===== src/rtl/alu_collect_pkg.sv =====
// Shared definitions for the ALU result collector.
//   DATA_W_DEF / DEPTH_DEF / SUM_W_DEF : default widths and FIFO depth
//   entry_t                            : queued entry layout {op, ovf, data}
//   SUM_MAX / SUM_MIN                  : running-sum clamp limits at SUM_W_DEF
//   OP_ADD / OP_SUB                    : ALU operator encodings
package alu_collect_pkg;

  localparam int DATA_W_DEF = 4;
  localparam int DEPTH_DEF  = 4;
  localparam int SUM_W_DEF  = 8;

  typedef struct packed {
    logic                  op;
    logic                  ovf;
    logic [DATA_W_DEF-1:0] data;
  } entry_t;

  localparam logic signed [SUM_W_DEF-1:0] SUM_MAX = {1'b0, {(SUM_W_DEF-1){1'b1}}};
  localparam logic signed [SUM_W_DEF-1:0] SUM_MIN = {1'b1, {(SUM_W_DEF-1){1'b0}}};

  localparam logic OP_ADD = 1'b0;
  localparam logic OP_SUB = 1'b1;

endpackage


===== src/rtl/alu_sat_acc.sv =====
// Saturating signed accumulator.
//   clk, rst_n  : clock, synchronous active-low reset
//   clear_i     : restart from zero (an add in the same cycle lands on zero)
//   add_en_i    : add sign-extended addend_i this cycle
//   addend_i    : two's complement addend, DATA_W bits
//   sum_o       : signed running sum, SUM_W bits
//   sat_o       : a clamp has happened since the last clear/reset
module alu_sat_acc
  import alu_collect_pkg::*;
#(
  parameter int DATA_W = DATA_W_DEF,
  parameter int SUM_W  = SUM_W_DEF
) (
  input  logic              clk,
  input  logic              rst_n,
  input  logic              clear_i,
  input  logic              add_en_i,
  input  logic [DATA_W-1:0] addend_i,
  output logic [SUM_W-1:0]  sum_o,
  output logic              sat_o
);

  // One guard bit is enough: |sum| + |addend| never exceeds 2^SUM_W.
  localparam logic signed [SUM_W:0] MAX_W = {2'b00, {(SUM_W-1){1'b1}}};
  localparam logic signed [SUM_W:0] MIN_W = {2'b11, {(SUM_W-1){1'b0}}};

  logic [SUM_W-1:0]        sum_q, sum_d;
  logic                    sat_q, sat_d;
  logic signed [SUM_W:0]   base_w;
  logic signed [SUM_W:0]   addend_w;
  logic signed [SUM_W:0]   total_w;

  assign base_w   = clear_i ? '0 : {sum_q[SUM_W-1], sum_q};
  assign addend_w = {{(SUM_W+1-DATA_W){addend_i[DATA_W-1]}}, addend_i};
  assign total_w  = base_w + addend_w;

  always_comb begin
    sum_d = base_w[SUM_W-1:0];
    sat_d = clear_i ? 1'b0 : sat_q;
    if (add_en_i) begin
      if (total_w > MAX_W) begin
        sum_d = MAX_W[SUM_W-1:0];
        sat_d = 1'b1;
      end else if (total_w < MIN_W) begin
        sum_d = MIN_W[SUM_W-1:0];
        sat_d = 1'b1;
      end else begin
        sum_d = total_w[SUM_W-1:0];
      end
    end
  end

  always_ff @(posedge clk) begin
    if (!rst_n) begin
      sum_q <= '0;
      sat_q <= 1'b0;
    end else begin
      sum_q <= sum_d;
      sat_q <= sat_d;
    end
  end

  assign sum_o = sum_q;
  assign sat_o = sat_q;

endmodule


===== src/rtl/alu_result_collector.sv =====
// Collects 4-bit add/sub ALU results into a first-word-fall-through FIFO
// drained over valid/ready, and keeps a saturating running sum plus a
// sticky overflow flag.
//   clk, rst_n                     : clock, synchronous active-low reset
//   in_valid/in_ready, in_s/in_ovf/in_op : ALU result push side
//   out_valid/out_ready, out_data/out_ovf/out_op : head entry pop side
//   count                          : FIFO occupancy
//   clear                          : zero sum, sum_sat, sticky_ovf (FIFO kept)
//   sum, sum_sat, sticky_ovf       : running statistics
// Optional macro COLLECT_OPCOUNT_EN adds add_cnt/sub_cnt, saturating
// per-operator push counters.
module alu_result_collector
  import alu_collect_pkg::*;
#(
  parameter int DATA_W = DATA_W_DEF,
  parameter int DEPTH  = DEPTH_DEF,
  parameter int SUM_W  = SUM_W_DEF
) (
  input  logic                   clk,
  input  logic                   rst_n,
  input  logic                   in_valid,
  output logic                   in_ready,
  input  logic [DATA_W-1:0]      in_s,
  input  logic                   in_ovf,
  input  logic                   in_op,
  output logic                   out_valid,
  input  logic                   out_ready,
  output logic [DATA_W-1:0]      out_data,
  output logic                   out_ovf,
  output logic                   out_op,
  output logic [$clog2(DEPTH):0] count,
  input  logic                   clear,
  output logic [SUM_W-1:0]       sum,
  output logic                   sum_sat,
`ifdef COLLECT_OPCOUNT_EN
  output logic [7:0]             add_cnt,
  output logic [7:0]             sub_cnt,
`endif
  output logic                   sticky_ovf
);

  localparam int PTR_W = $clog2(DEPTH);
  localparam int CNT_W = PTR_W + 1;
  localparam int ENT_W = DATA_W + 2;
  localparam logic [CNT_W-1:0] FULL_CNT = CNT_W'(DEPTH);

  logic [ENT_W-1:0] mem_q [DEPTH];
  logic [PTR_W-1:0] wr_ptr_q, wr_ptr_d;
  logic [PTR_W-1:0] rd_ptr_q, rd_ptr_d;
  logic [CNT_W-1:0] count_q, count_d;
  logic             sticky_q, sticky_d;
  logic             push, pop;
  logic [ENT_W-1:0] head;

  // Ready depends only on stored occupancy, so a full FIFO refuses a push
  // even when the sink pops in the same cycle.
  assign in_ready  = (count_q < FULL_CNT);
  assign out_valid = (count_q != '0);
  assign push      = in_valid & in_ready;
  assign pop       = out_valid & out_ready;

  assign head = out_valid ? mem_q[rd_ptr_q] : '0;
  assign {out_op, out_ovf, out_data} = head;
  assign count = count_q;

  // Pointers are PTR_W wide, so DEPTH being a power of two makes wrap free.
  always_comb begin
    wr_ptr_d = wr_ptr_q;
    rd_ptr_d = rd_ptr_q;
    count_d  = count_q;
    if (push) wr_ptr_d = wr_ptr_q + PTR_W'(1);
    if (pop)  rd_ptr_d = rd_ptr_q + PTR_W'(1);
    unique case ({push, pop})
      2'b10:   count_d = count_q + CNT_W'(1);
      2'b01:   count_d = count_q - CNT_W'(1);
      default: count_d = count_q;
    endcase
  end

  always_comb begin
    sticky_d = clear ? 1'b0 : sticky_q;
    if (push && in_ovf) sticky_d = 1'b1;
  end

  always_ff @(posedge clk) begin
    if (!rst_n) begin
      wr_ptr_q <= '0;
      rd_ptr_q <= '0;
      count_q  <= '0;
      sticky_q <= 1'b0;
    end else begin
      wr_ptr_q <= wr_ptr_d;
      rd_ptr_q <= rd_ptr_d;
      count_q  <= count_d;
      sticky_q <= sticky_d;
    end
  end

  // Storage needs no reset: entries are only visible while counted.
  always_ff @(posedge clk) begin
    if (push) mem_q[wr_ptr_q] <= {in_op, in_ovf, in_s};
  end

  assign sticky_ovf = sticky_q;

  // Overflowed results are queued but kept out of the sum.
  alu_sat_acc #(
    .DATA_W (DATA_W),
    .SUM_W  (SUM_W)
  ) u_acc (
    .clk      (clk),
    .rst_n    (rst_n),
    .clear_i  (clear),
    .add_en_i (push & ~in_ovf),
    .addend_i (in_s),
    .sum_o    (sum),
    .sat_o    (sum_sat)
  );

`ifdef COLLECT_OPCOUNT_EN
  logic [7:0] add_cnt_q, add_cnt_d;
  logic [7:0] sub_cnt_q, sub_cnt_d;

  always_comb begin
    add_cnt_d = clear ? 8'd0 : add_cnt_q;
    sub_cnt_d = clear ? 8'd0 : sub_cnt_q;
    if (push) begin
      if (in_op == OP_SUB) begin
        if (sub_cnt_d != 8'hFF) sub_cnt_d = sub_cnt_d + 8'd1;
      end else begin
        if (add_cnt_d != 8'hFF) add_cnt_d = add_cnt_d + 8'd1;
      end
    end
  end

  always_ff @(posedge clk) begin
    if (!rst_n) begin
      add_cnt_q <= 8'd0;
      sub_cnt_q <= 8'd0;
    end else begin
      add_cnt_q <= add_cnt_d;
      sub_cnt_q <= sub_cnt_d;
    end
  end

  assign add_cnt = add_cnt_q;
  assign sub_cnt = sub_cnt_q;
`endif

endmodule

===== config.mk =====
export PLATFORM = sky130hd
export DESIGN_NAME = alu_result_collector
export DESIGN_NICKNAME = d
export VERILOG_FILES = /design/src/rtl/alu_collect_pkg.sv /design/src/rtl/alu_sat_acc.sv /design/src/rtl/alu_result_collector.sv
export SDC_FILE = /design/constraint.sdc
export NUM_CORES = 1
export LEC_CHECK = 0
export ABC_AREA = 1
export BUFFER_PORTS_ARGS = -buffer_cell sky130_fd_sc_hd__buf_2
export CORE_MARGIN = 2
export CORE_UTILIZATION = 25
export CTS_BUF_LIST = sky130_fd_sc_hd__clkbuf_8
export DETAILED_ROUTE_END_ITERATION = 7
export PLACE_DENSITY = 0.49
export SYNTH_ARGS = -nofsm -noshare
export SYNTH_HDL_FRONTEND = slang
export SYNTH_HIERARCHICAL = 1
export SYNTH_SLANG_ARGS = --single-unit

===== constraint.sdc =====
create_clock -name clk -period 3.5 [get_ports clk]
set_input_delay 0.35 -clock clk [delete_from_list [all_inputs] [get_ports clk]]
set_output_delay 0.35 -clock clk [all_outputs]
set_load 0.01 [all_outputs]

==> results, run 1 <==
- The row count is 36.
- The clock reaches the later pin of the worst-skew pair after 0.30 ns.
- Summing all placed instances gives a cell area of between 0.002 and 0.003 mm^2.
- Once the clock tree was built, the setup fixing pass inserted 0 buffers.
- The via count normalized by instance count is 4.03.
- Summed over all cells, the static leakage comes to 1.24 nW.
- The detailed router's first-iteration violation count is 79.
- The clock drives between 40 and 50 sinks.
- Of the total synthesized cell area, the portion taken by AND, OR, NAND and NOR gates is 0.237.
- Yosys mapped the design onto 30 distinct sky130hd cell types.
- The number of nets handed over by synthesis was 300.
- Once the clock tree was built, the resizer swapped 0 gates to a different size.
- For the pin with the worst max-slew slack, the measured transition is 0.666 ns.
- In this run, synthesis inferred 24 flip-flops with an integrated enable.
- The worst register-to-register path ends at u_acc/sat_o$_SDFF_PN0_.
- The final hold slack is about 0.27 ns.
- The async set-or-reset flop fraction in the synthesized netlist is 0.
- The routed layout has about 1800 vias.
- The share of final-layout standard cells stronger than drive strength 1 is 0.199.
- 0 antenna diodes ended up in the layout.
- The endpoint of the worst hold-timing path is mem_q[0][5]$_DFFE_PP_.
- In the finished design, the share of the clock period the worst path needs comes to 0.574.
- The vertical die dimension is 103 um.
- The setup path with the least slack is of type register to primary output.
- The total of endpoints with negative setup slack in the final report is 0.
- The number of antenna violations at the first check in global routing is 0.
- The worst slew margin relative to its limit is 0.555.
- The root cell of the clock tree is clkbuf_8.
- The most instantiated flip-flop cell in the synthesis netlist is edfxtp_1.
- Data arrives at the worst endpoint at between 1.5 and 2 ns.
- Yosys attributes the largest share of cell area to edfxtp_1, dfxtp_1, nand2_1, ha_1, a21oi_4.
- The register bit count reported by yosys is 43.
- The worst path meets setup with about 1.5 ns of slack.
- The CTS tree is yes.
- On the critical path, the stage with the largest delay is an instance of dfxtp_1.
- Detailed placement finished with a half-perimeter wire length of roughly 3700 um.
- The summed area of non-filler cells in the final layout is about 0.0028 mm^2.
- The first-pass iteration count of the detailed router is 4.
- The post-synthesis compound-gate area fraction is 0.129.
- STA classifies the critical path startpoint as a register.
- The synthesized-area fraction occupied by adder cells is 0.0832.
- The type of the tightest min-delay check is input pin to register.
- Clock tree synthesis inserted a total of 5 buffers.
- The total congestion overflow is 0.
- The number of pins exceeding their max-slew limit in the final report was 0.
- The fraction of synthesized area in multiplexers is 0.
- The area growth from synthesis to layout is 14.1%.
- The slack of the worst reg-to-reg path is ~1.6 ns.
- STA classifies the critical path endpoint as a primary output.
- In this run, post-CTS hold repair placed 0 buffers.
- In this design, the stage delay of the slowest critical-path cell is a little under 0.6 ns.
- The number of global-route vias before repair came to 1812.
- Setup repair after global routing left no endpoint under its margin.
- The areal power density over the cells is about 540 mW/mm^2.
- A synthesized cell averages about 9 um^2.
- OpenSTA, run right after detailed placement, puts the worst setup slack at 1.31 ns.
- The worst register-to-register path has a depth of 13.
- The overall routed net length is roughly 4900 um.
- The detailed-route DRC error count is 0.
- The post-synthesis sequential area ratio is 0.452.
- The clock tree synthesis step divided the H-tree into 2 levels.
- Dividing the detail-routed wire length by the instance count gives around 11 um.
- The worst min-delay path startpoint is in_op.
- The count of placed standard cells including taps is 432.
- Counting the fill cells in the layout gives slightly above 1000.
- Along the worst hold path, the cell count comes to 1.
- IR analysis of the VDD net gives a maximum drop of approximately 150 uV.
- The total I/O pin count is 32.
- From left edge to right edge, the die measures between 100 and 150 um.
- The first global-routing pass estimated ~8300 um of wire.
- The initial standard-cell utilization of the core is 0.254.
- The hold violation total from the final report is 0.
- Of all cell types, the one taking the most synthesized area is edfxtp_1.
- The critical-path maximum fanout is 13.
- In the layout the commonest cells are nand2_1, inv_1, nor2_1.
- Of the total synthesized cell area, the portion taken by XOR and XNOR cells is 0.0108.
- The cell area that synthesis handed to floorplanning was 0.00243 mm^2.
- The maximum count of clock buffers along a single path is 2.
- The area inside the core boundary is 0.00959 mm^2.
- The gate count of the mapped netlist is between 200 and 300.
- The maximum number of pins on one net before global-route repair is 18.
- Based on the critical path, the design can be clocked at up to roughly 500 MHz.
- The clock arrives with about 0.0074 ns of skew.
- In the global route stage, overall resource usage came out at 0.103.
- The clock transition at the registers of the reported paths is 0.08 ns.
- The share of Yosys cell area claimed by the top area cell type is 0.296.
- The max capacitance violation total is 0.
- The run finished with clean final reports.
- In this run the tool buffered the top-level ports with 31 buffer cells.
- By area, the combinational part of the netlist is dominated by simple AND/OR/NAND/NOR gates.
- The final standard cell count with taps included and fillers excluded is 440.
- The most common cell after layout, fill and taps aside is nand2_1.
- The net count reported at finish is 332.
- In the final timing run, aggregate negative setup slack is 0 ns.
- Traced cell by cell, the critical path runs through inv_1, o21ai_0, a21oi_1, buf_2.
- The final critical-path required period is 2.01 ns.
- The count of synthesis-stage warnings from yosys is 6.
- The worst register-to-register path begins at u_acc/sum_o[0]$_SDFF_PN0_.
- The floorplan step defined a die boundary enclosing roughly 0.011 mm^2.
- Data on the critical path is required at its endpoint by 3.15 ns.
- The remaining antenna violation count after routing is 0.
- The congestion estimate from routability-driven global placement came to about 0.74.
## worst max-delay path by stage
stage / startpoint / cells past startpoint / slack, ns / end
CTS: register / 4 / 1.43 / out_data[1]
floorplan: clear / 12 / 1.45 / u_acc/sum_o[0]$_SDFF_PN0_
detailed placement: clear / 13 / 1.31 / u_acc/sat_o$_SDFF_PN0_
global route: register / 4 / 1.31 / out_op
global placement: clear / 13 / 1.37 / u_acc/sat_o$_SDFF_PN0_
finish: register / 4 / 1.49 / out_ovf
## where the power goes
part,internal [mW],switching (mW),leakage [nW],total (mW)
Combinational,0.191,0.362,0.818,0.553
Clock,0.137,0.167,0.0453,0.303
Sequential,0.607,0.0420,0.376,0.649
## registers in the layout, summed over array words and instances (netlist names), named ones only
name	count
rd_ptr_q	2
count	3
u_acc/sum_o	8
wr_ptr_q	2
u_acc/sat_o	1
sticky_ovf	1
mem_q	24
## final cells by class
class                   instances  area (um^2)  share of cell area
clock buffers                   5         68.8              0.0248
clock inverters                 3         16.3             0.00585
inverters                      40          150              0.0540
multi-input cells             185         1120               0.403
flip-flops and latches         43         1100               0.396
well taps                     133          166              0.0599
repair buffers                 31          155              0.0558
## critical path, delay by kind of cell (launching register included)
kind	cells	cell delay [ns]
buffers and inverters	2	0.45
AOI/OAI and AO/OA	2	0.32
DFF	1	0.59
## cells in the mapped netlist (2+ instances only)
library cell,n
xnor2_1,2
inv_1,39
nand2_2,4
ha_1,13
a21oi_4,9
dfxtp_1,19
nand3_4,3
nand3_1,10
fa_1,2
edfxtp_1,24
a21oi_1,12
buf_6,3
nand2_1,63
nand3_2,2
nand4_1,4
nor2_1,35
o21ai_0,17
## kinds of logic after synthesis
logic type      after synthesis
compound gates               41
xor+xnor                      3
fa+ha+maj                    15
buf+inv                      46
flops                        43
simple gates                126
## metal layers
| metal | part of all wire | vias to the layer above | GRT usage |
|---|---|---|---|
| li1 | - | 943 | - |
| met1 | 0.46 | 801 | 0.123 |
| met2 | 0.49 | 20 | 0.179 |
| met3 | 0.037 | 7 | 0.0258 |
| met4 | 0.015 | 0 | 0.0390 |
| met5 | 0 | - | 0 |
## through the flow
step / util / power, mW
final: 0.290 / 1.51
after global routing: 0.290 / 1.63
after CTS: 0.290 / 1.54
after detailed placement: 0.281 / 1.23
after global placement: 0.281 / 1.22
after floorplan: - / 1.07
(Power assumes the default switching activity.)
==> run 2, diff against run 1 <==
PLACE_DENSITY = 0.5   (was 0.49)
clock period = 1.8 ns   (was 3.5 ns; I/O delays follow)
==> run 2 against run 1 <==
  * Clock skew shrank 0.0029 ns
  * Core utilization grew 4.1 points
  * Largest cell class unchanged
  * Via count grew 5.2%
  * Global-route usage grew 0.13 points
  * Largest power group is now combinational cells
  * Critical path depth grew 8
  * Sequential power grew 93%
  * Power grew 120%
  * Critical path type is now register to register
  * Worst setup slack lost 1.5 ns
  * Worst hold slack lost 0.16 ns
  * Combinational power grew 140%
==> results, run 2 (same netlist as run 1, synthesis figures left out) <==
- The die area is 0.0105 mm^2 (unchanged).
- The final hold slack is 0.107 ns (-0.164 ns).
- The biggest cell delay along the critical path was 0.34 ns (-0.25 ns).
- The number of pins exceeding their max-slew limit in the final report is 0 (unchanged).
- The worst slew margin relative to its limit is 0.751 (+0.196).
- The pre-CTS setup slack was -0.161 ns (-1.47 ns).
- The critical-path maximum fanout is 8 (-5).
- Grouping stages by cell kind, the critical path spends the most delay in simple AND/OR/NAND/NOR gates.
- The total via count after detailed routing is 1863 (+5.2%).
- The library cell used most frequently in the layout, excluding fill and tap cells, is nand2_1.
- The final critical-path required period is approximately 1.8 ns.
- The area inside the core boundary was 0.00959 mm^2 (unchanged).
- The diode insertion count for antenna repair came to 0 (unchanged).
- From synthesis to final layout, the design area changed by 30.2%.
- The hold-fix buffer count after cts was 0 (unchanged).
- The final setup slack of the worst path is 0.00687 ns (-1.48 ns).
- Dividing the final minimum period by the clock period gives 0.996.
- The startpoint class of the critical path is a register.
- The maximum clock frequency is 558 MHz.
- The sum of buffers and inverters on the critical path came to 1 (-1).
- The half-perimeter wire length after placement is 3840 um (+4.6%).
- The vertical die dimension is 103 um (unchanged).
- The die span in x is 103 um (unchanged).
- The number of flip-flops in the largest register was 24 (unchanged).
- The CTS tree is yes.
- The global routing usage summed across all routing layers is 0.104 (+0.00125).
- The run finished with clean final reports.
- The first-pass iteration count of the detailed router is 4 (unchanged).
- The net count reported at finish was 361 (+8.7%).
- The detailed router's first-iteration violation count came to 54 (-32%).
- The row count is 36 (unchanged).
- The maximum number of pins on one net before global-route repair is 18 (unchanged).
- The initial standard-cell utilization of the core came to 0.254 (unchanged).
- The critical path goes through inv_2, nor2_4, ha_4, fa_2, nand2_2, nand2_2, nand3_4, nand2_2, nand2_2, nand3_4, nand3_2, a21oi_4.
- The total congestion overflow is 0 (unchanged).
- The maximum count of clock buffers along a single path is 2 (unchanged).
- The average wire length per cell after detail routing is 11.2 um (-0.16%).
- The slowest stage of the critical path is the fa_2 cell.
- The clock transition at the registers of the reported paths is 0.08 ns (about the same).
- The total I/O pin count is 32 (unchanged).
- The max capacitance violation total came to 0 (unchanged).
- STA classifies the critical path endpoint as a register.
- The via count normalized by instance count is 3.97 (-1.3%).
- The areal power density over the cells is 1040 mW/mm^2 (+92%).
- In the layout the commonest cells are nand2_1, inv_1, buf_2.
- The signal arrival time at the worst endpoint is 1.96 ns (+0.30 ns).
- The root cell of the clock tree is clkbuf_8.
- The final weighted congestion in routability-driven placement is 0.816 (+9.8%).
- The worst vdd rail ir drop is 335 uV (+120%).
- The remaining antenna violation count after routing came to 0 (unchanged).
- The detailed-route DRC error count is 0 (unchanged).
- The maximum clock skew at final layout is 0.00446 ns (-0.00291 ns).
- The placed cell area was 0.00287 mm^2 (+6.5%).
- The worst setup path is of the register to register kind.
- The number of antenna violations at the first check in global routing is 0 (unchanged).
- The type of the tightest min-delay check is input pin to register.
- The overall routed net length is 5240 um (+6.4%).
- The number of buffers added by the clock tree synthesis step was 5 (unchanged).
- The most repeated library cell on the critical path is nand2_2.
- The number of buffer cells added on primary ports is 31 (unchanged).
- The leakage power was 1.41 nW (+13%).
- The insertion delay of the later-clocked pin in the worst-skew pair is 0.29 ns (about the same).
- The wire length of the first global-routing pass is 8490 um (+1.8%).
- The hold violation total from the final report is 0 (unchanged).
- The transition time at the pin with the least slew margin is 0.374 ns (-0.292 ns).
- The total of endpoints with negative setup slack in the final report is 0 (unchanged).
- The data required time of the critical path is 1.96 ns (-1.19 ns).
- The largest register by flop count is mem_q.
- The share of final-layout standard cells stronger than drive strength 1 is 0.390 (+0.191).
- The number of global-route vias before repair came to 1821 (+0.50%).
- The summed area of non-filler cells in the final layout is 0.00317 mm^2 (+14%).
- The number of clock sinks is 43 (unchanged).
- The number of levels in the clock H-tree is 2 (unchanged).
- Setup repair after global routing could not meet its margin everywhere.
-- run 2: metrics by stage --
step,utilization,TNS (ns),power [mW],cells
floorplan,-,0,2.09,274
global placement,0.299,-0.832,2.51,455
detailed placement,0.299,-1.15,2.52,455
CTS,0.320,0,3.30,466
global route,0.330,-0.555,3.54,469
finish,0.330,0,3.29,469
-- run 2: path summary, 6_finish.rpt --
kind	end	slack, ns	depth (start not counted)	from
max reg2reg	u_acc/sum_o[5]$_SDFF_PN0_	0.007	12	u_acc/sum_o[0]$_SDFF_PN0_
max	u_acc/sum_o[5]$_SDFF_PN0_	0.007	12	u_acc/sum_o[0]$_SDFF_PN0_
min	mem_q[3][5]$_DFFE_PP_	0.11	1	in_op
min reg2reg	count[0]$_SDFFE_PN0P_	0.45	1	count[0]$_SDFFE_PN0P_
-- run 2: cell type report --
type	instances	area (um^2)
Sequential cell	43	1110
Inverter	40	150
Fill cell	1008	6420
Timing Repair Buffer	60	373
Clock inverter	3	37.5
Tap cell	133	166
Multi-Input combinational cell	185	1270
Clock buffer	5	68.8
-- run 2: metal layers --
layer	vias to the layer above	track usage	part of all wire
li1	998	-	-
met1	839	0.121	0.44
met2	20	0.189	0.52
met3	6	0.0251	0.027
met4	0	0.0338	0.012
met5	-	0	0
-- run 2: repair_timing --
action | CTS | global route
endpoints found under the setup margin | 8 | 9
pin swaps | 8 | 8
gates resized for setup | 25 | 21
buffers inserted | 3 | 3
-- run 2: worst register-to-register path, stage by stage (launching register included) --
cell and delay, ns:
dfxtp_2 0.33, inv_2 0.06, nor2_4 0.04, ha_4 0.17, fa_2 0.34, nand2_2 0.08, nand2_2 0.07, nand3_4 0.09
nand2_2 0.06, nand2_2 0.07, nand3_4 0.17, nand3_2 0.14, a21oi_4 0.06
-- run 2: power breakdown --
group	internal [mW]	switching, mW
sequential	1.19	0.0623
clock	0.404	0.313
combinational	0.526	0.800
